===== config.mk =====
export PLATFORM = sky130hd
export DESIGN_NAME = vending_machine_multi
export DESIGN_NICKNAME = d
export VERILOG_FILES = /design/src/rtl/vending_pkg.sv /design/src/rtl/vm_change_dispenser.sv /design/src/rtl/vending_machine_multi.sv
export SDC_FILE = /design/constraint.sdc
export NUM_CORES = 1
export LEC_CHECK = 0
export ABC_CLOCK_PERIOD_IN_PS = 2310
export BUFFER_PORTS_ARGS = -buffer_cell sky130_fd_sc_hd__buf_2
export CAP_MARGIN = 0
export CORE_MARGIN = 2
export CORE_UTILIZATION = 51
export CTS_CLUSTER_SIZE = 14
export DETAILED_ROUTE_END_ITERATION = 6
export HOLD_SLACK_MARGIN = 0.03
export PLACE_DENSITY = 0.76
export REMOVE_ABC_BUFFERS = 1
export SETUP_SLACK_MARGIN = 0.05
export SLEW_MARGIN = 15
export SYNTH_ARGS = -nofsm -noshare
export SYNTH_HDL_FRONTEND = slang
export SYNTH_SLANG_ARGS = --single-unit

===== constraint.sdc =====
create_clock -name clk_i -period 2.31 [get_ports clk_i]
set_input_delay 0 -clock clk_i [delete_from_list [all_inputs] [get_ports clk_i]]
set_output_delay 0 -clock clk_i [all_outputs]
set_load 0.02 [all_outputs]

===== src/rtl/vending_pkg.sv =====
// Shared types and coin encodings for the multi-product vending controller.
package vending_pkg;

    typedef enum logic [1:0] {
        IDLE   = 2'd0,
        VEND   = 2'd1,
        CHANGE = 2'd2
    } state_e;

    localparam int NICKLE_V  = 1;
    localparam int DIME_V    = 2;
    localparam int QUARTER_V = 5;

    localparam logic [2:0] CHG_NONE    = 3'b000;
    localparam logic [2:0] CHG_NICKLE  = 3'b001;
    localparam logic [2:0] CHG_DIME    = 3'b010;
    localparam logic [2:0] CHG_QUARTER = 3'b100;

endpackage


===== src/rtl/vm_change_dispenser.sv =====
// Greedy change selector: picks the largest coin not exceeding the credit.
module vm_change_dispenser
    import vending_pkg::*;
#(
    parameter int CREDIT_W = 6
) (
    input  logic [CREDIT_W-1:0] credit_i,
    output logic [2:0]          coin_o,
    output logic [CREDIT_W-1:0] dec_o
);

    always_comb begin
        coin_o = CHG_NONE;
        dec_o  = '0;
        if (credit_i >= CREDIT_W'(QUARTER_V)) begin
            coin_o = CHG_QUARTER;
            dec_o  = CREDIT_W'(QUARTER_V);
        end else if (credit_i >= CREDIT_W'(DIME_V)) begin
            coin_o = CHG_DIME;
            dec_o  = CREDIT_W'(DIME_V);
        end else if (credit_i != '0) begin
            coin_o = CHG_NICKLE;
            dec_o  = CREDIT_W'(NICKLE_V);
        end
    end

endmodule


===== src/rtl/vending_machine_multi.sv =====
// Multi-product vending controller: saturating nickel-unit credit, greedy serial change.
// Define VM_STOCK_EN to add per-item stock counters, restock_i and sold_out_o.
module vending_machine_multi
    import vending_pkg::*;
#(
    parameter int N_ITEMS    = 4,
    parameter int CREDIT_W   = 6,
    parameter int MAX_CREDIT = 40,
    parameter logic [N_ITEMS-1:0][CREDIT_W-1:0] PRICES = {6'd10, 6'd7, 6'd5, 6'd3},
`ifdef VM_STOCK_EN
    parameter int STOCK_W    = 4,
    parameter int STOCK_INIT = 10,
`endif
    localparam int SEL_W = (N_ITEMS > 1) ? $clog2(N_ITEMS) : 1
) (
    input  logic                clk_i,
    input  logic                rst_ni,
`ifdef VM_STOCK_EN
    input  logic                restock_i,
    output logic [N_ITEMS-1:0]  sold_out_o,
`endif
    input  logic                nickle_i,
    input  logic                dime_i,
    input  logic                quarter_i,
    input  logic                select_valid_i,
    input  logic [SEL_W-1:0]    select_i,
    input  logic                cancel_i,
    output logic                vend_o,
    output logic [SEL_W-1:0]    vend_item_o,
    output logic [2:0]          change_o,
    output logic                coin_reject_o,
    output logic                deny_o,
    output logic [CREDIT_W-1:0] credit_o
);

    state_e              state_q, state_d;
    logic [CREDIT_W-1:0] credit_q, credit_d;
    logic [SEL_W-1:0]    sel_q, sel_d;
    logic                vend_q, vend_d, reject_q, reject_d, deny_q, deny_d;
    logic [2:0]          change_q, change_d;
    logic [2:0]          chg_coin;
    logic [CREDIT_W-1:0] chg_dec, coin_val, price;
    logic                coin_any, coin_multi, coin_ok, sel_in_range, stock_empty;

    vm_change_dispenser #(.CREDIT_W(CREDIT_W)) u_disp (
        .credit_i (credit_q),
        .coin_o   (chg_coin),
        .dec_o    (chg_dec)
    );

    always_comb begin
        coin_any   = nickle_i | dime_i | quarter_i;
        coin_multi = (nickle_i & dime_i) | (nickle_i & quarter_i) | (dime_i & quarter_i);
        coin_val   = '0;
        if (quarter_i)      coin_val = CREDIT_W'(QUARTER_V);
        else if (dime_i)    coin_val = CREDIT_W'(DIME_V);
        else if (nickle_i)  coin_val = CREDIT_W'(NICKLE_V);
        // Range check in int so the add can never wrap the credit register.
        coin_ok = (state_q == IDLE) && !coin_multi && !cancel_i && !select_valid_i
                  && ((int'(credit_q) + int'(coin_val)) <= MAX_CREDIT);
        sel_in_range = int'(select_i) < N_ITEMS;
        price        = sel_in_range ? PRICES[select_i] : '0;
    end

`ifdef VM_STOCK_EN
    logic [N_ITEMS-1:0][STOCK_W-1:0] stock_q, stock_d;
    logic [N_ITEMS-1:0]              sold_out_q, sold_out_d;
    logic                            stock_dec;

    assign stock_empty = sel_in_range && (stock_q[select_i] == '0);

    always_comb begin
        stock_d = stock_q;
        if (restock_i)
            stock_d = {N_ITEMS{STOCK_W'(STOCK_INIT)}};
        else if (stock_dec)
            stock_d[select_i] = stock_q[select_i] - STOCK_W'(1);
        for (int i = 0; i < N_ITEMS; i++) sold_out_d[i] = (stock_d[i] == '0);
    end

    always_ff @(posedge clk_i or negedge rst_ni) begin
        if (!rst_ni) begin
            stock_q    <= {N_ITEMS{STOCK_W'(STOCK_INIT)}};
            sold_out_q <= '0;
        end else begin
            stock_q    <= stock_d;
            sold_out_q <= sold_out_d;
        end
    end

    assign sold_out_o = sold_out_q;
`else
    assign stock_empty = 1'b0;
`endif

    always_comb begin
        state_d  = state_q;
        credit_d = credit_q;
        sel_d    = sel_q;
        vend_d   = 1'b0;
        deny_d   = 1'b0;
        change_d = CHG_NONE;
        reject_d = coin_any && !coin_ok;
`ifdef VM_STOCK_EN
        stock_dec = 1'b0;
`endif
        unique case (state_q)
            IDLE: begin
                if (cancel_i && credit_q != '0) begin
                    state_d = CHANGE;
                end else if (select_valid_i) begin
                    if (!sel_in_range || stock_empty || credit_q < price) begin
                        deny_d = 1'b1;
                    end else begin
                        credit_d = credit_q - price;
                        sel_d    = select_i;
                        vend_d   = 1'b1;
                        state_d  = VEND;
`ifdef VM_STOCK_EN
                        stock_dec = 1'b1;
`endif
                    end
                end else if (coin_ok) begin
                    credit_d = credit_q + coin_val;
                end
            end
            VEND: state_d = (credit_q != '0) ? CHANGE : IDLE;
            CHANGE: begin
                change_d = chg_coin;
                credit_d = credit_q - chg_dec;
                if (credit_q == chg_dec) state_d = IDLE;
            end
            default: state_d = IDLE;
        endcase
    end

    always_ff @(posedge clk_i or negedge rst_ni) begin
        if (!rst_ni) begin
            state_q  <= IDLE;
            credit_q <= '0;
            sel_q    <= '0;
            vend_q   <= 1'b0;
            deny_q   <= 1'b0;
            reject_q <= 1'b0;
            change_q <= CHG_NONE;
        end else begin
            state_q  <= state_d;
            credit_q <= credit_d;
            sel_q    <= sel_d;
            vend_q   <= vend_d;
            deny_q   <= deny_d;
            reject_q <= reject_d;
            change_q <= change_d;
        end
    end

    assign vend_o        = vend_q;
    assign vend_item_o   = vend_q ? sel_q : '0;
    assign change_o      = change_q;
    assign coin_reject_o = reject_q;
    assign deny_o        = deny_q;
    assign credit_o      = credit_q;

endmodule

# Word level (Yosys, flattened, before mapping)

Cells that the tools add are included.

$add $sub $neg: 4
$lt $le $gt $ge: 5
Equality and inequality tests: 9
Multiplexer cells: 32
Bitwise gates (word level): 9
Reduce and logical (&&, ||, !) cells: 16

Operator list:

| operator             | count |
|---|---|
| $mux W6              | 9 |
| $bmux W6 S2          | 1 |
| $mux W2              | 6 |
| $pmux W6 S2          | 1 |
| $sub A6 B6 Y6        | 2 |
| $mux W1              | 11 |
| $mux W3              | 3 |
| $ne A3 B3 Y1 const B | 3 |
| $reduce_and A4 Y1    | 2 |
| $add A6 B6 Y7        | 1 |
| $le A7 B6 Y1 const B | 1 |
| $add A6 B6 Y6        | 1 |
| $eq A6 B6 Y1         | 1 |
| $ge A6 B2 Y1 const B | 1 |
| $ge A6 B3 Y1 const B | 1 |
| $logic_and A1 B1 Y1  | 6 |
| $lt A6 B6 Y1         | 1 |
| $pmux W2 S3          | 1 |
| $reduce_bool A6 Y1   | 1 |
| $logic_not A1 Y1     | 4 |
| $ne A2 B2 Y1 const B | 2 |
| $or A1 B1 Y1         | 4 |
| $and A1 B1 Y1        | 3 |
| $lt A2 B3 Y1 const B | 1 |
| other kinds (7)      | 8 |

Register bits: 16
Bits of input ports: 9
Output and inout port bits: 14
Word-level logic and storage cells: 82

# Depth between registers and ports, before layout

Gate-level depths: netlist of run 1.

Word-level depth: 12
Gate-level depth with buffers: 11
Mapped depth without buffers: 11

# By module

Synthesis of run 1 repeated with hierarchy kept, for this count alone.

Cell total of the unflattened synthesis: 177
Area total of the unflattened synthesis: 1551.5 sq um

Modules (own cells, without submodules):

| module                | times used | cells each | area each (sq um) | seq. area each (sq um) |
|---|---|---|---|---|
| vending_machine_multi | 1          | 160        | 1436.4            | 400.4 |
| vm_change_dispenser   | 1          | 17         | 115.1             | 0.0 |

# Worst setup path before layout of run 1

Ideal clock, no wire load.

Kind: reg-to-reg
Start: register credit_q[0], in the netlist credit_o[0]
End: register credit_q[1], in the netlist credit_o[1]
Setup time: 125 ps
Arrival time: 2524 ps
Required time: 2185 ps
Setup slack: -339 ps
Cell stages (with the launch flop): 11
Buffers on the path: 0
Clock period less this slack: 2649 ps
Cell sequence: dfrtp_1 -> inv_1 -> ha_1 -> inv_1 -> fa_1 -> a21o_1 -> a2111oi_4 -> a221o_2 -> nor2_2 -> nor2_4 -> mux2_4

Cells in the longest elaborated chain, start to end: 6
Elaborated cells between the ends (all ways): 23
Those cells by class: 4 x add/sub; 4 x order compare; 3 x eq/ne; 8 x mux; 4 x reduce/logical

RTL lines:

| item                                                                  | line                         | text |
|---|---|---|
| from (decl)                                                           | vending_machine_multi.sv:37  | `logic [CREDIT_W-1:0] credit_q, credit_d;` |
| from (signal assigned)                                                | vending_machine_multi.sv:148 | `credit_q <= credit_d;` |
| parallel branches: the longest is 6 deep, another holds $add A6 B6 Y7 | -                            |  |

Parallel ways; which one is timed is not known. The select of a mux whose other input is x is not followed.
A chain may end at the register's enable or synchronous reset.

# Final worst setup path of run 1

Same ends and word-level chain as after synthesis.

==> results of run 1 <==
critical path, cell delays in order, from the launching register on:
cell and delay [ns]:
dfrtp_1 0.44, inv_2 0.10, ha_4 0.13, inv_2 0.03, fa_2 0.33, a21o_1 0.20
a2111oi_4 0.39, a221o_2 0.25, nor2_4 0.05, nor2_4 0.14, mux2_4 0.31
worst max-delay path by stage:
stage                                 start                       to  slack (ns)  depth (start not counted)
floorplan           credit_o[0]$_DFFE_PN0P_  credit_o[1]$_DFFE_PN0P_       -0.34                         10
global placement    credit_o[0]$_DFFE_PN0P_  credit_o[1]$_DFFE_PN0P_       -0.16                         10
detailed placement  credit_o[1]$_DFFE_PN0P_  credit_o[5]$_DFFE_PN0P_       -0.30                         10
CTS                 credit_o[0]$_DFFE_PN0P_  credit_o[1]$_DFFE_PN0P_       -0.20                         10
global route        credit_o[0]$_DFFE_PN0P_  credit_o[2]$_DFFE_PN0P_       -0.29                         10
finish              credit_o[0]$_DFFE_PN0P_  credit_o[1]$_DFFE_PN0P_       -0.19                         10
final cells by class:
type / count / area share
flip-flops and latches: 16 / 0.2105
well taps: 31 / 0.02033
inverters: 12 / 0.02361
repair buffers: 58 / 0.2007
multi-input cells: 125 / 0.5259
clock buffers: 4 / 0.01902
layout by cell type, fill, tap and decap left out, types with 4 or more instances in the layout:
cell,instances
nor2_1,18
buf_4,35
a21oi_1,8
nand2_1,8
dfrtp_1,15
a21o_1,5
nor3_1,4
ha_1,10
a31oi_1,4
inv_1,10
buf_2,22
o21ai_0,7
power groups by stage:
| stage | Sequential, mW | Clock, mW | Combinational [mW] |
|---|---|---|---|
| final | 0.511 | 0.185 | 2.15 |
| after global routing | 0.526 | 0.199 | 2.32 |
| after CTS | 0.507 | 0.187 | 2.05 |
| after detailed placement | 0.509 | 0 | 1.87 |
| after global placement | 0.501 | 0 | 1.78 |
| after floorplan | 0.630 | 0 | 1.04 |
cell families after synthesis:
| group | Yosys count |
|---|---|
| adders and majority gates | 15 |
| buffers and inverters | 17 |
| muxes | 7 |
| and+or+nand+nor | 54 |
| xor gates and xnor gates | 4 |
| AOI/OAI and AO/OA | 45 |
| DFF | 16 |
what timing repair did:
action,4_1_cts,5_1_grt
resized for setup,16,3
buffers inserted,7,1
hold buffers,1,0
endpoints found under the hold margin,16,0
endpoints found under the setup margin,9,9
pin swaps,14,7
state kept, by name, summed over array words and instances, names as in the netlist:
signal,count
credit_o,6
change_o,3
sel_q,2
state_q,2
coin_reject_o,1
deny_o,1
vend_o,1
through the flow:
stage                     TNS [ns]  hold WS, ns
after global routing        -1.719      0.07327
after global placement     -0.7904     -0.07964
after floorplan             -1.175      -0.2956
final                      -0.8511      0.05956
after CTS                  -0.7868      0.05547
after detailed placement    -1.418     -0.06984
routing by layer:
metal | global-route usage | vias to the layer above
met3 | 0.05215 | 17
met5 | 0 | -
met1 | 0.3520 | 667
met2 | 0.4713 | 68
met4 | 0.1561 | 0
li1 | - | 688
==> results.yml, run 1 <==
status:
  run_status: "finished with violations"
  violations: "negative setup slack"
critical_path:
  ff2ff_path_depth: 10
  worst_setup_path_start_kind: "flip-flop"
  r2r_start: "credit_o[0]$_DFFE_PN0P_"
  worstPathMaxFanout: 4
  timing.rr.end: "credit_o[1]$_DFFE_PN0P_"
  crit_arrival_ns: 2.67
  crit_type: "flip-flop to flip-flop"
  r2r_slack_ns: -0.19
  cp-end-kind: "flip-flop"
  crit_required_ns: 2.48
worst_hold_path:
  holdPathStages: 4
  holdPathEnd: "coin_reject_o$_DFF_PN0_"
  hold_path_class: "primary input to flip-flop"
  hp-start: "dime_i"
floorplan:
  die_area_um2: 3244
  die_y_um: 56.96
  row_count: 19
  start_util: 0.5277
  io_pins: 23
  die_w_um: 56.96
  coreArea_um2: 2710
layout:
  final_util: 0.7041
  fin_cells: 246
  final_nets: 240
  layout-drive-gt1-share: 0.4000
  seq_area_um2: 401.6
  syn2layout_area_growth_pct: 33.42
  diodes: 0
  nFillCells: 201
  final_area_um2: 1908
  multiInputGateArea_um2: 1003
synth:
  synth_cell_types: 46
  synth_top_area_frac: 0.2800
  synthMostInstantiatedCell: "nor2_1"
  synthAdderAreaFrac: 0.1470
  ys.flop_type: "dfrtp_1"
  ys_top_cells_by_count: "19 x nor2_1, 16 x dfrtp_1, 12 x ha_1, 12 x inv_1"
  synth_top_family_by_area: "compound AO/OA/AOI/OAI gates"
  synth_compound_area_frac: 0.2222
  synthesis.area_um2: 1430
  synth_area_per_cell_um2: 9.051
  synthTopCellsByArea: "dfrtp_1 28%, ha_1 10%, nor2_1 5.0%"
  ys_async_sr_fraction: 1.000
  synth_edf_count: 0
  ys_warn_count: 0
  synthCells: 158
  synth_mux_area_frac: 0.05774
  synth-seq-cells: 16
  yosysTopAreaCell: "dfrtp_1"
  synth-xor-area-share: 0.02450
  synthSimpleGateAreaFrac: 0.2100
  synth-seq-area-share: 0.2800
placed_design:
  place_congestion: 0.9690
  dpl_cell_area_um2: 1750
  dp_cells: 234
  dp_hpwl_um: 3060
  preCtsSetupSlack_ns: -0.2971
  portBuffers: 22
timing:
  worst_slack_ns: -0.1850
  skew_ns: 0.004211
  timing.final.crit_share: 1.080
  grt_setup_unrepaired: "true"
  maxSlewHeadroom: 0.6518
  hold_violations: 0
  fmax_mhz: 400.8
  post-route-min-period_ns: 2.495
  setup_viol: 6
  tightest_slew_ns: 0.5223
  finalMaxSlewViolations: 0
pwr:
  vdd_drop_max_mv: 0.8860
  power_density_nw_per_um2: 1492
  p_seq_frac: 0.180
  p_int_mw: 1.493
  p_sw_mw: 1.355
  power_mw: 2.847
  comb_power_share: 0.756
  power.share.switching: 0.4758
  clkPwrFrac: 0.065
  total_leakage_power_nw: 0.9218
routing:
  first_pass_iters: 5
  wl_um: 4153
  maxUsedRoutingLayer: "met4"
  first_iter_violations: 62
  met2_wirelength_um: 2004
  antenna_left: 0
  drc_errors: 0
  vias: 1440
  wl_met1_um: 1702
  via_per_inst: 5.854
  drt-wirelength-per-cell_um: 16.88
  dr_wl_met3_um: 277
clocking:
  cts-root-buf: "clkbuf_4"
  htree_levels: 1
  cts_tree: "built"
  numCtsBuffers: 3
  cts_sinks: 16
  ctsLongestPathBuffers: 2
  clk_latency_ns: 0.28
  clk_pin_slew_ns: 0.10
global_routing:
  antenna_found_initial: 0
  track_usage: 0.2853
  overflow: 0
  grt_pass1_wl_um: 7079
  grt_pass1_vias: 1465
  grt_max_degree: 17
job:
  cap_violations: 0
Note: power is estimated with default switching activity, not from simulation.
==> run 2, diff against run 1 <==
--- a/config.mk
+++ b/config.mk
@@ -9,11 +9,12 @@
 export BUFFER_PORTS_ARGS = -buffer_cell sky130_fd_sc_hd__buf_2
 export CAP_MARGIN = 0
 export CORE_MARGIN = 2
-export CORE_UTILIZATION = 51
+export CORE_UTILIZATION = 53
+export CTS_BUF_LIST = sky130_fd_sc_hd__clkbuf_8
 export CTS_CLUSTER_SIZE = 14
 export DETAILED_ROUTE_END_ITERATION = 6
 export HOLD_SLACK_MARGIN = 0.03
-export PLACE_DENSITY = 0.76
+export PLACE_DENSITY = 0.78
 export REMOVE_ABC_BUFFERS = 1
 export SETUP_SLACK_MARGIN = 0.05
 export SLEW_MARGIN = 15
==> run 2 against run 1 <==
Against the previous run: largest power group unchanged; critical path type unchanged; the run still ends with negative setup slack left; maximum frequency fell by 1.4%; critical endpoint unchanged; via count grew 4.5%; clock-buffer cell count fell by 1.
==> results.yml, run 2 (synthesized netlist as in run 1, its figures left out) <==
status:
  run_status: "finished with violations"
  violations: "negative setup slack"
worst_hold_path:
  hold_path_class: "primary input to flip-flop"
  hp-start: "dime_i"
critical_path:
  crit_required_ns: 2.45
  cp_common_cell: "inv_2"
  cp_cell_sequence: "inv_2 -> ha_4 -> inv_2 -> fa_2 -> a21o_1 -> a2111oi_4 -> a221o_2 -> nor2_2 -> nor2_4 -> mux2_4"
  worst_setup_path_start_kind: "flip-flop"
  slowest_delay_ns: 0.42
  crit_type: "flip-flop to flip-flop"
  crit_start: "credit_o[0]$_DFFE_PN0P_"
  worst-path-buf-inv: 2
  r2r_start: "credit_o[0]$_DFFE_PN0P_"
  worstPathMaxFanout: 4
  cp-end-kind: "flip-flop"
  critPathTopFamily: "compound AO/OA/AOI/OAI gates"
  slowest_stage: "dfrtp_1"
  crit_arrival_ns: 2.67
layout:
  syn2layout_area_growth_pct: 43.13
  final_cell_mix: "36 x buf_4, 22 x buf_2, 17 x nor2_1, 14 x dfrtp_1"
  diodes: 0
  final_nets: 246
  final_common_cell: "buf_4"
  multiInputGateArea_um2: 1074
  fin_cells: 250
  nFillCells: 159
  layout-drive-gt1-share: 0.4682
  seq_area_um2: 402.9
  largest_register_ff_count: 6
global_routing:
  overflow: 0
  antenna_found_initial: 0
  grt_pass1_wl_um: 7072
  grt_max_degree: 17
  track_usage: 0.2875
  grt_pass1_vias: 1546
pwr:
  power_mw: 3.084
  power.share.switching: 0.4692
  clkPwrFrac: 0.068
  vdd_drop_max_mv: 1.125
  power_density_nw_per_um2: 1506
  p_int_mw: 1.637
  comb_power_share: 0.763
  total_leakage_power_nw: 0.9675
  p_sw_mw: 1.447
  p_seq_frac: 0.169
routing:
  drt-wirelength-per-cell_um: 17.92
  first_iter_violations: 43
  first_pass_iters: 4
  drc_errors: 0
  vias: 1505
  wl_um: 4479
  antenna_left: 0
  via_per_inst: 6.020
timing:
  tightest_slew_ns: 0.5259
  hold_violations: 0
  fmax_mhz: 395.1
  grt_setup_unrepaired: "true"
  post-route-min-period_ns: 2.531
  setup_viol: 7
  skew_ns: 0.002570
  maxSlewHeadroom: 0.6494
  worst_slack_ns: -0.2210
  hold_slack_ns: 0.08737
  finalSetupTns_ns: -1.007
  finalMaxSlewViolations: 0
  timing.final.crit_share: 1.096
clocking:
  htree_levels: 1
  numCtsBuffers: 3
  cts_tree: "built"
  ctsLongestPathBuffers: 2
  clk_pin_slew_ns: 0.06
  cts_sinks: 16
  cts-root-buf: "clkbuf_8"
  clk_latency_ns: 0.25
floorplan:
  coreArea_um2: 2522
  row_count: 18
  die_area_um2: 3130
  start_util: 0.5670
  die_w_um: 55.95
  die_y_um: 55.95
  io_pins: 23
job:
  cap_violations: 0
placed_design:
  dp_hpwl_um: 3071
  dp_cells: 235
  portBuffers: 22
  place_congestion: 0.9578
[run 2: layout make-up]
class,count,area share
inverter,12,0.02200
clock buffer,3,0.02017
tap,30,0.01834
sequential,16,0.1968
timing repair buffer,64,0.2182
multi-input combinational,125,0.5245
[run 2: power groups by stage]
stage	clock [mW]	sequential (mW)	combinational, mW
CTS	0.210	0.505	2.10
global placement	0	0.494	1.80
global route	0.221	0.535	2.54
finish	0.210	0.520	2.35
detailed placement	0	0.508	1.87
floorplan	0	0.630	1.04
[run 2: metrics by stage]
step | setup WS, ns | area, um2 | utilization
2_1_floorplan | -0.3387 | 1391 | -
3_3_place_gp | -0.1732 | 1764 | 0.6994
3_5_place_dp | -0.3001 | 1764 | 0.6994
4_1_cts | -0.1802 | 1952 | 0.7738
5_1_grt | -0.2811 | 2047 | 0.8115
6_report | -0.2210 | 2047 | 0.8115
[run 2: final timing paths]
path | to | slack, ns | depth (start not counted)
max in group asynchronous | credit_o[2]$_DFFE_PN0P_ | 1.82 | 2
min in group asynchronous | sel_q[1]$_DFFE_PN0P_ | 0.19 | 2
worst min register to register | sel_q[0]$_DFFE_PN0P_ | 0.53 | 1
worst min-delay path | coin_reject_o$_DFF_PN0_ | 0.09 | 4
worst max register to register | credit_o[1]$_DFFE_PN0P_ | -0.22 | 10
worst max-delay path | credit_o[1]$_DFFE_PN0P_ | -0.22 | 10
[run 2: routing by layer]
layer	GRT usage	share of wire	routed length (um)	vias up
met5	0	0	0	-
met4	0.1463	0.038	170	0
li1	-	-	-	695
met2	0.4966	0.50	2245	67
met3	0.04186	0.055	246	18
met1	0.3465	0.41	1816	725
[run 2: timing repair]
item                                    4_1_cts  5_1_grt
buffers inserted                             10        7
resized for setup                            19       22
pin swaps                                    13       21
endpoints found under the setup margin        9        9
hold endpoints to repair                     16        0
gates cloned                                  0        0
hold buffers                                  1        0
[run 2: tightest hold or removal path, stage by stage]
cell and delay (ns):
buf_2 0.09, buf_4 0.10, nor3_1 0.04, nor2_1 0.07
